<file path="src/rtl/tcs34725_sequencer.sv">
// TCS34725 sequencer: powers up and configures the sensor, polls STATUS.AVALID,
// reads CDATA..BDATAH through a one-register I2C byte engine, publishes C/R/G/B atomically.
module tcs34725_sequencer #(
  parameter logic [7:0]  ATIME_VAL = 8'hF6,
  parameter int unsigned PON_WAIT  = 120000,
  parameter int unsigned POLL_GAP  = 50000,
  parameter int unsigned TIMEOUT   = 200000
) (
  input  logic        clk,
  input  logic        rst,
  input  logic        run,
  output logic        i2c_req,
  output logic        i2c_rw,
  output logic [7:0]  i2c_cmd,
  output logic [7:0]  i2c_wdata,
  input  logic [7:0]  i2c_rdata,
  input  logic        i2c_done,
  input  logic        i2c_err,
  output logic [15:0] clear_o,
  output logic [15:0] red_o,
  output logic [15:0] green_o,
  output logic [15:0] blue_o,
  output logic        color_valid,
  output logic        busy,
  output logic        fault
);

  typedef enum logic [3:0] {
    S_IDLE,
    S_WR_PON,
    S_PON_DLY,
    S_WR_ATIME,
    S_WR_AEN,
    S_POLL,
    S_GAP,
    S_RD_DATA,
    S_PUBLISH,
    S_FAULT
  } state_e;

  state_e           state_q, state_d;
  logic             wait_q, wait_d;
  logic [31:0]      tmr_q, tmr_d;
  logic [2:0]       idx_q, idx_d;
  logic [7:0][7:0]  shd_q, shd_d;
  logic [63:0]      col_q, col_d;
  logic             cv_q, cv_d;
  logic             req_q, req_d;
  logic             rw_q, rw_d;
  logic [7:0]       cmd_q, cmd_d;
  logic [7:0]       wdata_q, wdata_d;

  logic             acc_st;
  logic             acc_rw;
  logic [7:0]       acc_reg;
  logic [7:0]       acc_wdata;
  logic             tmo;
  logic             txn_err;
  logic             txn_done;

  // Register access performed by the current state (if any).
  always_comb begin
    acc_st    = 1'b0;
    acc_rw    = 1'b0;
    acc_reg   = 8'h00;
    acc_wdata = 8'h00;
    case (state_q)
      S_WR_PON: begin
        acc_st    = 1'b1;
        acc_reg   = 8'h00;
        acc_wdata = 8'h01;
      end
      S_WR_ATIME: begin
        acc_st    = 1'b1;
        acc_reg   = 8'h01;
        acc_wdata = ATIME_VAL;
      end
      S_WR_AEN: begin
        acc_st    = 1'b1;
        acc_reg   = 8'h00;
        acc_wdata = 8'h03;
      end
      S_POLL: begin
        acc_st  = 1'b1;
        acc_rw  = 1'b1;
        acc_reg = 8'h13;
      end
      S_RD_DATA: begin
        acc_st  = 1'b1;
        acc_rw  = 1'b1;
        acc_reg = 8'h14 + {5'd0, idx_q};
      end
      default: ;
    endcase
  end

  // The timer counts from the req cycle, so the last legal cycle is TIMEOUT-1.
  assign tmo      = (tmr_q == TIMEOUT - 1);
  assign txn_err  = wait_q && (i2c_err || (!i2c_done && tmo));
  assign txn_done = wait_q && i2c_done && !i2c_err;

  always_comb begin
    state_d = state_q;
    wait_d  = wait_q;
    tmr_d   = tmr_q;
    idx_d   = idx_q;
    shd_d   = shd_q;
    col_d   = col_q;
    cv_d    = 1'b0;
    req_d   = 1'b0;
    rw_d    = rw_q;
    cmd_d   = cmd_q;
    wdata_d = wdata_q;

    if (acc_st) begin
      if (wait_q) begin
        tmr_d = tmr_q + 32'd1;
        if (txn_err) begin
          state_d = S_FAULT;
          wait_d  = 1'b0;
        end else if (txn_done) begin
          wait_d = 1'b0;
          case (state_q)
            S_WR_PON: begin
              state_d = S_PON_DLY;
              tmr_d   = 32'd0;
            end
            S_WR_ATIME: state_d = S_WR_AEN;
            S_WR_AEN:   state_d = S_POLL;
            S_POLL: begin
              if (i2c_rdata[0]) begin
                state_d = S_RD_DATA;
                idx_d   = 3'd0;
              end else begin
                state_d = S_GAP;
                tmr_d   = 32'd0;
              end
            end
            S_RD_DATA: begin
              shd_d[idx_q] = i2c_rdata;
              if (idx_q == 3'd7) state_d = S_PUBLISH;
              else               idx_d   = idx_q + 3'd1;
            end
            default: ;
          endcase
          // A dropped run lets the current access finish, then abandons the frame.
          if (!run) state_d = S_IDLE;
        end
      end else if (!run) begin
        state_d = S_IDLE;
      end else begin
        req_d   = 1'b1;
        wait_d  = 1'b1;
        tmr_d   = 32'd0;
        rw_d    = acc_rw;
        cmd_d   = 8'h80 | acc_reg;
        wdata_d = acc_wdata;
      end
    end else begin
      case (state_q)
        S_IDLE: begin
          wait_d = 1'b0;
          tmr_d  = 32'd0;
          if (run) state_d = S_WR_PON;
        end
        S_PON_DLY: begin
          if (!run) begin
            state_d = S_IDLE;
            tmr_d   = 32'd0;
          end else if (tmr_q == PON_WAIT - 1) begin
            state_d = S_WR_ATIME;
            tmr_d   = 32'd0;
          end else begin
            tmr_d = tmr_q + 32'd1;
          end
        end
        S_GAP: begin
          if (!run) begin
            state_d = S_IDLE;
            tmr_d   = 32'd0;
          end else if (tmr_q == POLL_GAP - 1) begin
            state_d = S_POLL;
            tmr_d   = 32'd0;
          end else begin
            tmr_d = tmr_q + 32'd1;
          end
        end
        S_PUBLISH: state_d = run ? S_POLL : S_IDLE;
        S_FAULT: begin
          wait_d = 1'b0;
          tmr_d  = 32'd0;
          if (!run) state_d = S_IDLE;
        end
        default: state_d = S_IDLE;
      endcase
    end

    // Words and color_valid become visible together in the PUBLISH cycle.
    if (state_d == S_PUBLISH) begin
      col_d = shd_d;
      cv_d  = 1'b1;
    end
  end

  always_ff @(posedge clk) begin
    if (rst) begin
      state_q <= S_IDLE;
      wait_q  <= 1'b0;
      tmr_q   <= 32'd0;
      idx_q   <= 3'd0;
      shd_q   <= '0;
      col_q   <= 64'd0;
      cv_q    <= 1'b0;
      req_q   <= 1'b0;
      rw_q    <= 1'b0;
      cmd_q   <= 8'h00;
      wdata_q <= 8'h00;
    end else begin
      state_q <= state_d;
      wait_q  <= wait_d;
      tmr_q   <= tmr_d;
      idx_q   <= idx_d;
      shd_q   <= shd_d;
      col_q   <= col_d;
      cv_q    <= cv_d;
      req_q   <= req_d;
      rw_q    <= rw_d;
      cmd_q   <= cmd_d;
      wdata_q <= wdata_d;
    end
  end

  assign i2c_req     = req_q;
  assign i2c_rw      = rw_q;
  assign i2c_cmd     = cmd_q;
  assign i2c_wdata   = wdata_q;
  assign clear_o     = col_q[15:0];
  assign red_o       = col_q[31:16];
  assign green_o     = col_q[47:32];
  assign blue_o      = col_q[63:48];
  assign color_valid = cv_q;
  assign busy        = (state_q != S_IDLE) && (state_q != S_FAULT);
  assign fault       = (state_q == S_FAULT);

endmodule

</file>
<file path="config.mk">
export PLATFORM = sky130hd
export DESIGN_NAME = tcs34725_sequencer
export DESIGN_NICKNAME = d
export VERILOG_FILES = /design/src/rtl/tcs34725_sequencer.sv
export SDC_FILE = /design/constraint.sdc
export NUM_CORES = 1
export LEC_CHECK = 0
export CORE_ASPECT_RATIO = 0.75
export CORE_MARGIN = 2
export CORE_UTILIZATION = 52
export CTS_BUF_LIST = sky130_fd_sc_hd__clkbuf_4 sky130_fd_sc_hd__clkbuf_8
export CTS_CLUSTER_SIZE = 8
export DETAILED_ROUTE_END_ITERATION = 16
export PLACE_DENSITY = 0.88
export SETUP_SLACK_MARGIN = 0.05
export SYNTH_ARGS = -nofsm -noshare
export SYNTH_HDL_FRONTEND = slang
export SYNTH_SLANG_ARGS = --single-unit
</file>
<file path="constraint.sdc">
create_clock -name clk -period 2.1 [get_ports clk]
set_input_delay 0.42 -clock clk [delete_from_list [all_inputs] [get_ports clk]]
set_output_delay 0.42 -clock clk [all_outputs]
set_load 0.02 [all_outputs]
</file>
# == After elaboration in Yosys (flattened, before gate mapping) ==
# Cells that the tools add are included.
# word_totals
ff_bits,187
word_cells,115
# op_classes
addsub,3
order_cmp,2
eq_ne,18
mux,50
n_bitwise,3
reduce_logical,21
# op_table
cell,n
$mux W32,10
$mux W64,5
$pmux W32 S3,1
$bwmux W64,1
$pmux W32 S2,1
$mux W4,12
$pmux W4 S5,2
$add A32 B1 Y32 const B,1
$eq A32 B16 Y1 const B,1
$eq A32 B17 Y1 const B,1
$eq A32 B18 Y1 const B,1
$demux W8 S3,1
$pmux W8 S3,1
$pmux W6 S3,1
$eq A4 B3 Y1 const B,4
$eq A4 B4 Y1 const B,3
$mux W1,10
$mux W3,3
$eq A4 B2 Y1 const B,2
$mux W8,1
$reduce_bool A4 Y1,2
$reduce_and A7 Y1,1
$add A5 B3 Y6 const A,1
$logic_and A1 B1 Y1,6
other kinds (19),25

# == Depth between registers and ports, before layout ==
# Gate-level depths: netlist of run 1.
# logic_depth
ltp_word,10
depth_mapped,10
depth_no_buf,7

# == Worst setup path before layout of run 1 ==
# OpenSTA, ideal clock, no wires.
# synth_timing
kind,register -> register
startpoint,register state_q[2]
endpoint,register tmr_q[20]
arrival_time_ns,1.914
setup_slack_ns,0.116
stages_incl_launch_ff,9
path_buffers,2
cell_sequence,dfxtp_1 buf_6 nor2_2 and3_1 buf_2 a21oi_2 or4_4 or3_1 a21oi_1
# synth_between
elab_cells_between_ends,21
cone_classes,eq/ne (9); mux (7); reduce/logical (5)
# synth_rtl
item,line_no,text
start: declaration,41,"state_e state_q, state_d;"
start signal: assignment,219,state_q <= state_d;
$eq A4 B4 Y1 *,-,
named net fault,25,output logic fault
$reduce_or A2 Y1 (no line) *,-,
$pmux W32 S3 / $reduce_bool A4 Y1 (equally long branches),-,
$mux W32 / $reduce_and A2 Y1 (equally long branches),-,
end signal: assignment,221,tmr_q <= tmr_d;
end: declaration,43,"logic [31:0] tmr_q, tmr_d;"
# The timed path passes the listed nets; every way through them passes the cells marked *.
# A chain may end at the register's enable or synchronous reset.

# == Worst setup path after layout of run 1 ==
# layout_timing
startpoint,register state_q[3]
endpoint,register col_q[34]
# layout_between
elab_chain_len,8
elab_cells_between_ends,32
cone_classes,eq/ne (10); mux (20); reduce/logical (2)
# layout_lines
item,line_no,text
$eq A4 B3 Y1 (tied with other cells),"67, 123",
$pmux W4 S5,123,case (state_q)
$mux W4,147,if (!run) state_d = S_IDLE;
$mux W4,121,end else if (txn_done) begin
$mux W4,118,if (txn_err) begin
$mux W4,116,if (wait_q) begin
$mux W4,115,if (acc_st) begin
$eq A4 B4 Y1,199,if (state_d == S_PUBLISH) begin
end signal: assignment,224,col_q <= col_d;
end: declaration,46,"logic [63:0] col_q, col_d;"
# Parallel ways exist; a longest one is shown, timed or not.

==> impl_results.md, run 1 <==
* Area Growth Syn to Fin at 32.8%
* First DRT Iteration DRCs at 547
* Multi-input logic area at 3820 sq um
* Final #Nets at 966
* Die Width at 143 um
* Final period utilization at 0.995
* Critical-path cell list: nand4b_1, or3_4, nor3b_2, buf_6, mux2i_2, a211oi_2
* Reg area at 3600 sq um
* Slew Limit Headroom at 0.567
* Slew @ Worst Pin at 648 ps
* H-tree depth at 4
* Vias in the first global route at 5,989
* Hold Fails Final Rpt at 0
* Routed WL at 21.0 mm
* Io pins at 98
* Power density over the cells at 604 nW/um^2
* Residual DRC count at 0
* Initial antenna violation count at 0
* Initial Util at 0.526
* Achievable frequency at 479 MHz
* Critical path arrival at 2430 ps
* Mean Syn Cell Area at 9.34 sq um
* Post-synthesis instance total at 806
* RSZ-0062 raised after global routing: yes
* Worst EP required at 2440 ps
* Static leakage at 0.00364 uW
* Die Area at 15,500 sq um
* Global-route usage over all layers at 0.240
* Number of synthesized flops with an enable pin at 0
* Crit path max-delay family: simple AND/OR/NAND/NOR gates
* DR vias/cell at 5.75
* Yosys warns at 0
* WS Path Type: flop to flop
* Area contributors post-synth: dfxtp_1 (48%), nor2_1 (9.3%), mux2i_1 (8.5%)
* Worst hold path class: primary input to flop
* Clock sinks at 179
* Drt pass-1 iters at 5
* Congestion Overflow GR at 0
* Synth unique cells at 56
* Root buf cell: clkbuf_8
* Share of layout cells above drive strength 1 at 0.253
* R2R Setup Slk at 10 ps
* Synth area leader: dfxtp_1
* Endpoints failing setup at 0
* Crit Path Max Fanout at 8
* N_diodes at 0
* Wire per inst at 18.0 um
* Placed inst area at 9160 sq um
* CP Capture Type: flop
* Post-synth top flop: dfxtp_1
* Cells after DPL at 1,118
* Core area at 14,300 sq um
* CTS tree: done
* CP Buf/Inv Count at 1
* Post-route ant nets at 0
* Chip height at 108 um
* Final Skew at 20.9 ps
* Worst skew pair latency at 480 ps
* Maximum Capacitance Violations at 0
* Critical-path cell with the highest stage delay: or3_4
* CTS max path bufs at 2
* Largest net degree at the start of global routing at 87
* Worst vdd ir at 0.000449 V
* Final setup TNS at 0 ps
* Hold WS at 238 ps
* Total number of vias at 6,689
* Async set-reset flop share out of synthesis at 0
* Final instance area at 9990 sq um
* PortBufs at 94
* Non-filler cells, final at 1,163
* Setup crit start kind: flop
* First-pass GRT wire length at 29.3 mm
* Outcome: finished, final reports clean
* CTS buffer count at 17
* Placer Congestion at 0.957
* # rows at 38
* Minimum clock period at 2090 ps
* Area share of the largest cell type after synthesis at 0.476
* CP max stage delay at 420 ps
* Synthesis-stage register bit count at 179
* Worst-path clk slew at 90 ps
* Fill count at 933
* Post-DP HPWL at 12.3 mm
* Synthesized area at 7520 sq um
* Max Slew Vio Count at 0
* Register area share after synthesis at 0.476
[sequential cells by signal, indices dropped and copies added (netlist names)]
signal,cells
col_q,64
shd_q,64
tmr_q,32
i2c_cmd,6
state_q,4
i2c_wdata,3
idx_q,3
color_valid,1
i2c_req,1
wait_q,1
[Yosys cell counts (all sizes together) (6+ instances only)]
cell type,count
nor2,188
dfxtp,179
a211oi,65
mux2i,64
clkbuf,40
buf,35
nand2,32
a21oi,28
nor3,25
xnor2,24
nand3,20
nand4,14
nor4,11
o21ai,7
and3,6
nor2b,6
nor3b,6
xor2,6
[path summary, 6_finish.rpt]
| path | from | endpoint | cells past startpoint |
|---|---|---|---|
| worst max-delay path | state_q[3] | col_q[34] | 6 |
| worst min register to register | i2c_cmd[3] | i2c_cmd[3] | 2 |
| worst max register to register | state_q[3] | col_q[34] | 6 |
| worst min-delay path | rst | i2c_cmd[2] | 2 |
[per-stage QoR]
step | util | power, uW | setup slack, ps
after detailed placement | 0.640 | 3780 | -529
after global placement | 0.640 | 3780 | -397
after floorplan | - | 3660 | 116
after CTS | 0.671 | 5970 | 35.6
after global routing | 0.698 | 6200 | -52.3
final | 0.698 | 6040 | 11.0
[where the power goes]
part / total [uW] / internal [uW] / switching, uW
clock: 2280 / 923 / 1350
sequential: 3410 / 3400 / 9.29
combinational: 351 / 133 / 218
total: 6040 / 4460 / 1580
[cell type report]
type / instances / share of cell area
clock buffer: 19 / 0.0262
clock inverter: 13 / 0.0114
inverter: 5 / 0.00188
multi-input combinational: 549 / 0.383
sequential: 179 / 0.360
tap: 200 / 0.0251
timing repair buffer: 198 / 0.193
[worst reg2reg max path, stage by stage (launching register included)]
cell	delay, ps
dfxtp_2	340
nand4b_1	260
or3_4	420
nor3b_2	300
buf_6	220
mux2i_2	300
a211oi_2	120
[cells in the final DEF, fill, tap and decap left out, types with 19 or more instances in the layout]
master           instances
xnor2_1                 24
nand3_1                 19
a21oi_1                 27
nand2_1                 32
clkdlybuf4s50_1         86
a211oi_2                50
nor3_1                  23
mux2i_1                 45
buf_4                   85
nor2_1                 186
clkbuf_8                19
dfxtp_1                169
[routing by layer]
layer  part of all wire  GRT usage  routed length [um]  up-vias
li1                   -          -                   -     3076
met3              0.076     0.0554                1590       78
met1               0.40      0.314                8370     3196
met5                  0          0                   0        -
met4              0.031     0.0820                 652        0
met2               0.49      0.392               10300      339
[cells by family (layout without fill, tap and decap cells)]
logic type	count (synthesis)	after routing	share of synthesized area
AO/OA/AOI/OAI	113	113	0.136
XOR/XNOR	30	30	0.0349
flip-flops	179	179	0.476
AND/OR/NAND/NOR	336	336	0.211
multiplexers	64	64	0.0851
adder cells (fa/ha/maj)	3	3	0.00499
other	1	3	0.000498
buffers and inverters	80	235	0.0519
[timing repair]
item                       4_1_cts  5_1_grt
hold buffers                     0        0
setup endpoints to repair       91      136
gates cloned                     0        3
pin swaps                        4       10
setup buffers                    1        9
gates resized for setup         21       59
Power figures use the tool's default switching activity.
==> run 2: changes to the inputs <==
--- a/config.mk
+++ b/config.mk
@@ -5,13 +5,14 @@
 export SDC_FILE = /design/constraint.sdc
 export NUM_CORES = 1
 export LEC_CHECK = 0
+export CAP_MARGIN = 20
 export CORE_ASPECT_RATIO = 0.75
 export CORE_MARGIN = 2
-export CORE_UTILIZATION = 52
+export CORE_UTILIZATION = 57
 export CTS_BUF_LIST = sky130_fd_sc_hd__clkbuf_4 sky130_fd_sc_hd__clkbuf_8
 export CTS_CLUSTER_SIZE = 8
 export DETAILED_ROUTE_END_ITERATION = 16
-export PLACE_DENSITY = 0.88
+export PLACE_DENSITY = 0.91
 export SETUP_SLACK_MARGIN = 0.05
 export SYNTH_ARGS = -nofsm -noshare
 export SYNTH_HDL_FRONTEND = slang
==> constraint.sdc (replaced) <==
create_clock -name clk -period 2.2 [get_ports clk]
set_input_delay 0.44 -clock clk [delete_from_list [all_inputs] [get_ports clk]]
set_output_delay 0.44 -clock clk [all_outputs]
set_load 0.02 [all_outputs]
==> run 2 against run 1 <==
- sequential cell count is the same
- global-route usage grew 4.6 points
- sequential share of layout area grew 1.7 points
- clock power is essentially flat
- first-iteration DRC count grew 86%
- via count shrank 1.6%
- final area shrank 4.7%
- count of clock-buffer cells in the layout shrank 2
- sequential power shrank 5%
- highest routed layer unchanged
- register-to-register slack gained 30 ps
==> impl_results.md, run 2 (same netlist as run 1, synthesis figures left out) <==
* Post-DP HPWL at 12.6 mm (+2.5%)
* Hold Crit Start: rst
* CTS Hold Bufs at 0 (unchanged)
* First-pass GRT wire length at 31.6 mm (+7.8%)
* CTS max path bufs at 2 (unchanged)
* RR Endpoint: tmr_q[12]
* Worst-path clk slew at 100 ps (about the same)
* CTS tree: done
* Setup crit start kind: flop
* WS Path Type: flop to flop
* Worst hold path class: primary input to flop
* Io pins at 98 (unchanged)
* Overall power at 5800 uW (-3.9%)
* RSZ-0062 raised after global routing: yes
* Post-route ant nets at 0 (unchanged)
* Final #Nets at 931 (-3.6%)
* Global-route usage over all layers at 0.286 (+0.0459)
* Core area at 12,900 sq um (-9.7%)
* Outcome: finished, final reports clean
* Hold WS at 280 ps (+42.0 ps)
* Total number of vias at 6,580 (-1.6%)
* CP max stage delay at 390 ps (-30 ps)
* Static leakage at 0.00336 uW (-7.8%)
* Regs by FF count: col_q: 64 flops, shd_q: 64 flops, tmr_q: 32 flops
* Hold Crit Endpoint: i2c_cmd[3]
* Minimum clock period at 2160 ps (+74.6 ps)
* R2R cell count at 9 (+3)
* Die Area at 14,100 sq um (-8.5%)
* Hold Fails Final Rpt at 0 (unchanged)
* Crit Path Max Fanout at 32 (+24)
* Initial antenna violation count at 1 (+1)
* Cells after DPL at 1,063 (-4.9%)
* Placer Congestion at 0.967 (+1.1%)
* Area Growth Syn to Fin at 26.5%
* CP Capture Type: flop
* Final instance area at 9520 sq um (-4.7%)
* Share of layout cells above drive strength 1 at 0.199 (-0.0540)
* Max Slew Vio Count at 0 (unchanged)
* Fin util at 0.736 (+0.0384)
* H-tree depth at 4 (unchanged)
* Worst EP required at 2570 ps (+130 ps)
* Placed inst area at 8980 sq um (-1.9%)
* Most frequent cells in the layout: nor2_1 (185), dfxtp_1 (174), clkdlybuf4s50_1 (91)
* CTS buffer count at 17 (unchanged)
* Achievable frequency at 462 MHz (-3.4%)
* # rows at 36 (-5.3%)
* Fill count at 807 (-14%)
* Worst reg2reg path startpoint: tmr_q[1]
* DR vias/cell at 5.98 (+4.0%)
* R2R Setup Slk at 40 ps (+30 ps)
* Initial Util at 0.582 (+0.0563)
* Critical-path cell with the highest stage delay: dfxtp_1
* Root buf cell: clkbuf_8
* Final Skew at 19.0 ps (-1.81 ps)
* Slew Limit Headroom at 0.567 (about the same)
* Wire per inst at 18.8 um (+4.3%)
* Final period utilization at 0.983 (-0.0113)
* Largest net degree at the start of global routing at 69 (-21%)
* Critical path arrival at 2530 ps (+100 ps)
* Hold path depth at 2 (unchanged)
* Vias in the first global route at 6,208 (+3.7%)
* Die Width at 137 um (-4.4%)
* PortBufs at 94 (unchanged)
* Clock sinks at 179 (unchanged)
* Non-filler cells, final at 1,100 (-5.4%)
* Routed WL at 20.7 mm (-1.4%)
* Maximum Capacitance Violations at 0 (unchanged)
* Endpoints failing setup at 0 (unchanged)
* Critical-path cell list: ha_1, and2_1, nand3_1, nor4_2, buf_4, o221ai_1, o21ai_2, buf_12, nor2_1
* Worst vdd ir at 0.000464 V (+3.2%)
* Residual DRC count at 0 (unchanged)
* Drt pass-1 iters at 6 (+1)
* Congestion Overflow GR at 0 (unchanged)
* First DRT Iteration DRCs at 1,015 (+86%)
* Worst skew pair latency at 490 ps (about the same)
* Chip height at 104 um (-4.3%)
* Most common cell after layout, fill and taps aside: nor2_1
* Power density over the cells at 609 nW/um^2 (+0.80%)
* Slew @ Worst Pin at 648 ps (-0.272 ps)
==> run 2: cell count changes in the layout (fill, tap and decap cells not counted), moves of 7 or more <==
cell     delta
mux2i_2     -7
buf_6       -8
mux2i_1    +12
buf_4      -30
==> run 2: report_power, final <==
group          internal (uW)  switching (uW)
clock network            855            1400
registers               3250            8.35
logic                   99.6             193
total                   4200            1600
==> run 2: worst max-delay path: cells and delay by family (launching register included) <==
| family | cells | cell delay (ps) |
|---|---|---|
| AOI/OAI and AO/OA | 2 | 310 |
| and+or+nand+nor | 4 | 750 |
| adders and majority gates | 1 | 200 |
| buffers and inverters | 2 | 390 |
| DFF | 1 | 390 |
==> run 2: how the worst max path moves through the flow <==
stage	end	slack [ps]	from	cells past startpoint
floorplan	tmr_q[20]	220	state_q[2]	8
global placement	col_q[34]	-290	i2c_done	7
detailed placement	col_q[34]	-350	i2c_done	7
CTS	tmr_q[12]	60	tmr_q[31]	8
global route	tmr_q[26]	-40	tmr_q[31]	8
finish	tmr_q[12]	40	tmr_q[1]	9
==> run 2: per-stage QoR <==
step           worst slack, ps  TNS [ps]
5_1_grt                  -42.4      -929
3_3_place_gp              -293    -25920
6_report                  36.4         0
2_1_floorplan              216         0
3_5_place_dp              -345    -35190
4_1_cts                   56.7         0
==> run 2: cell type report <==
class                           count  area, sq um  share of cell area
Clock buffer                       17          234              0.0246
Sequential cell                   179         3590               0.377
Tap cell                          171          214              0.0225
Antenna cell                        1         2.50            0.000263
Clock inverter                     15          158              0.0166
Multi-Input combinational cell    549         3650               0.383
Timing Repair Buffer              163         1650               0.174
Inverter                            5         18.8             0.00197
==> run 2: metal layers <==
| metal | part of all wire | global-route usage |
|---|---|---|
| met5 | 0 | 0 |
| met4 | 0.034 | 0.109 |
| met3 | 0.083 | 0.0705 |
| met1 | 0.41 | 0.379 |
| met2 | 0.48 | 0.448 |
==> run 2: repair_timing <==
| item | 4_1_cts | 5_1_grt |
|---|---|---|
| hold endpoints to repair | 0 | 0 |
| setup endpoints to repair | 7 | 108 |
| pin swaps | 1 | 7 |
| gates cloned | 0 | 1 |
| setup buffers | 0 | 3 |
| gates resized for setup | 7 | 22 |
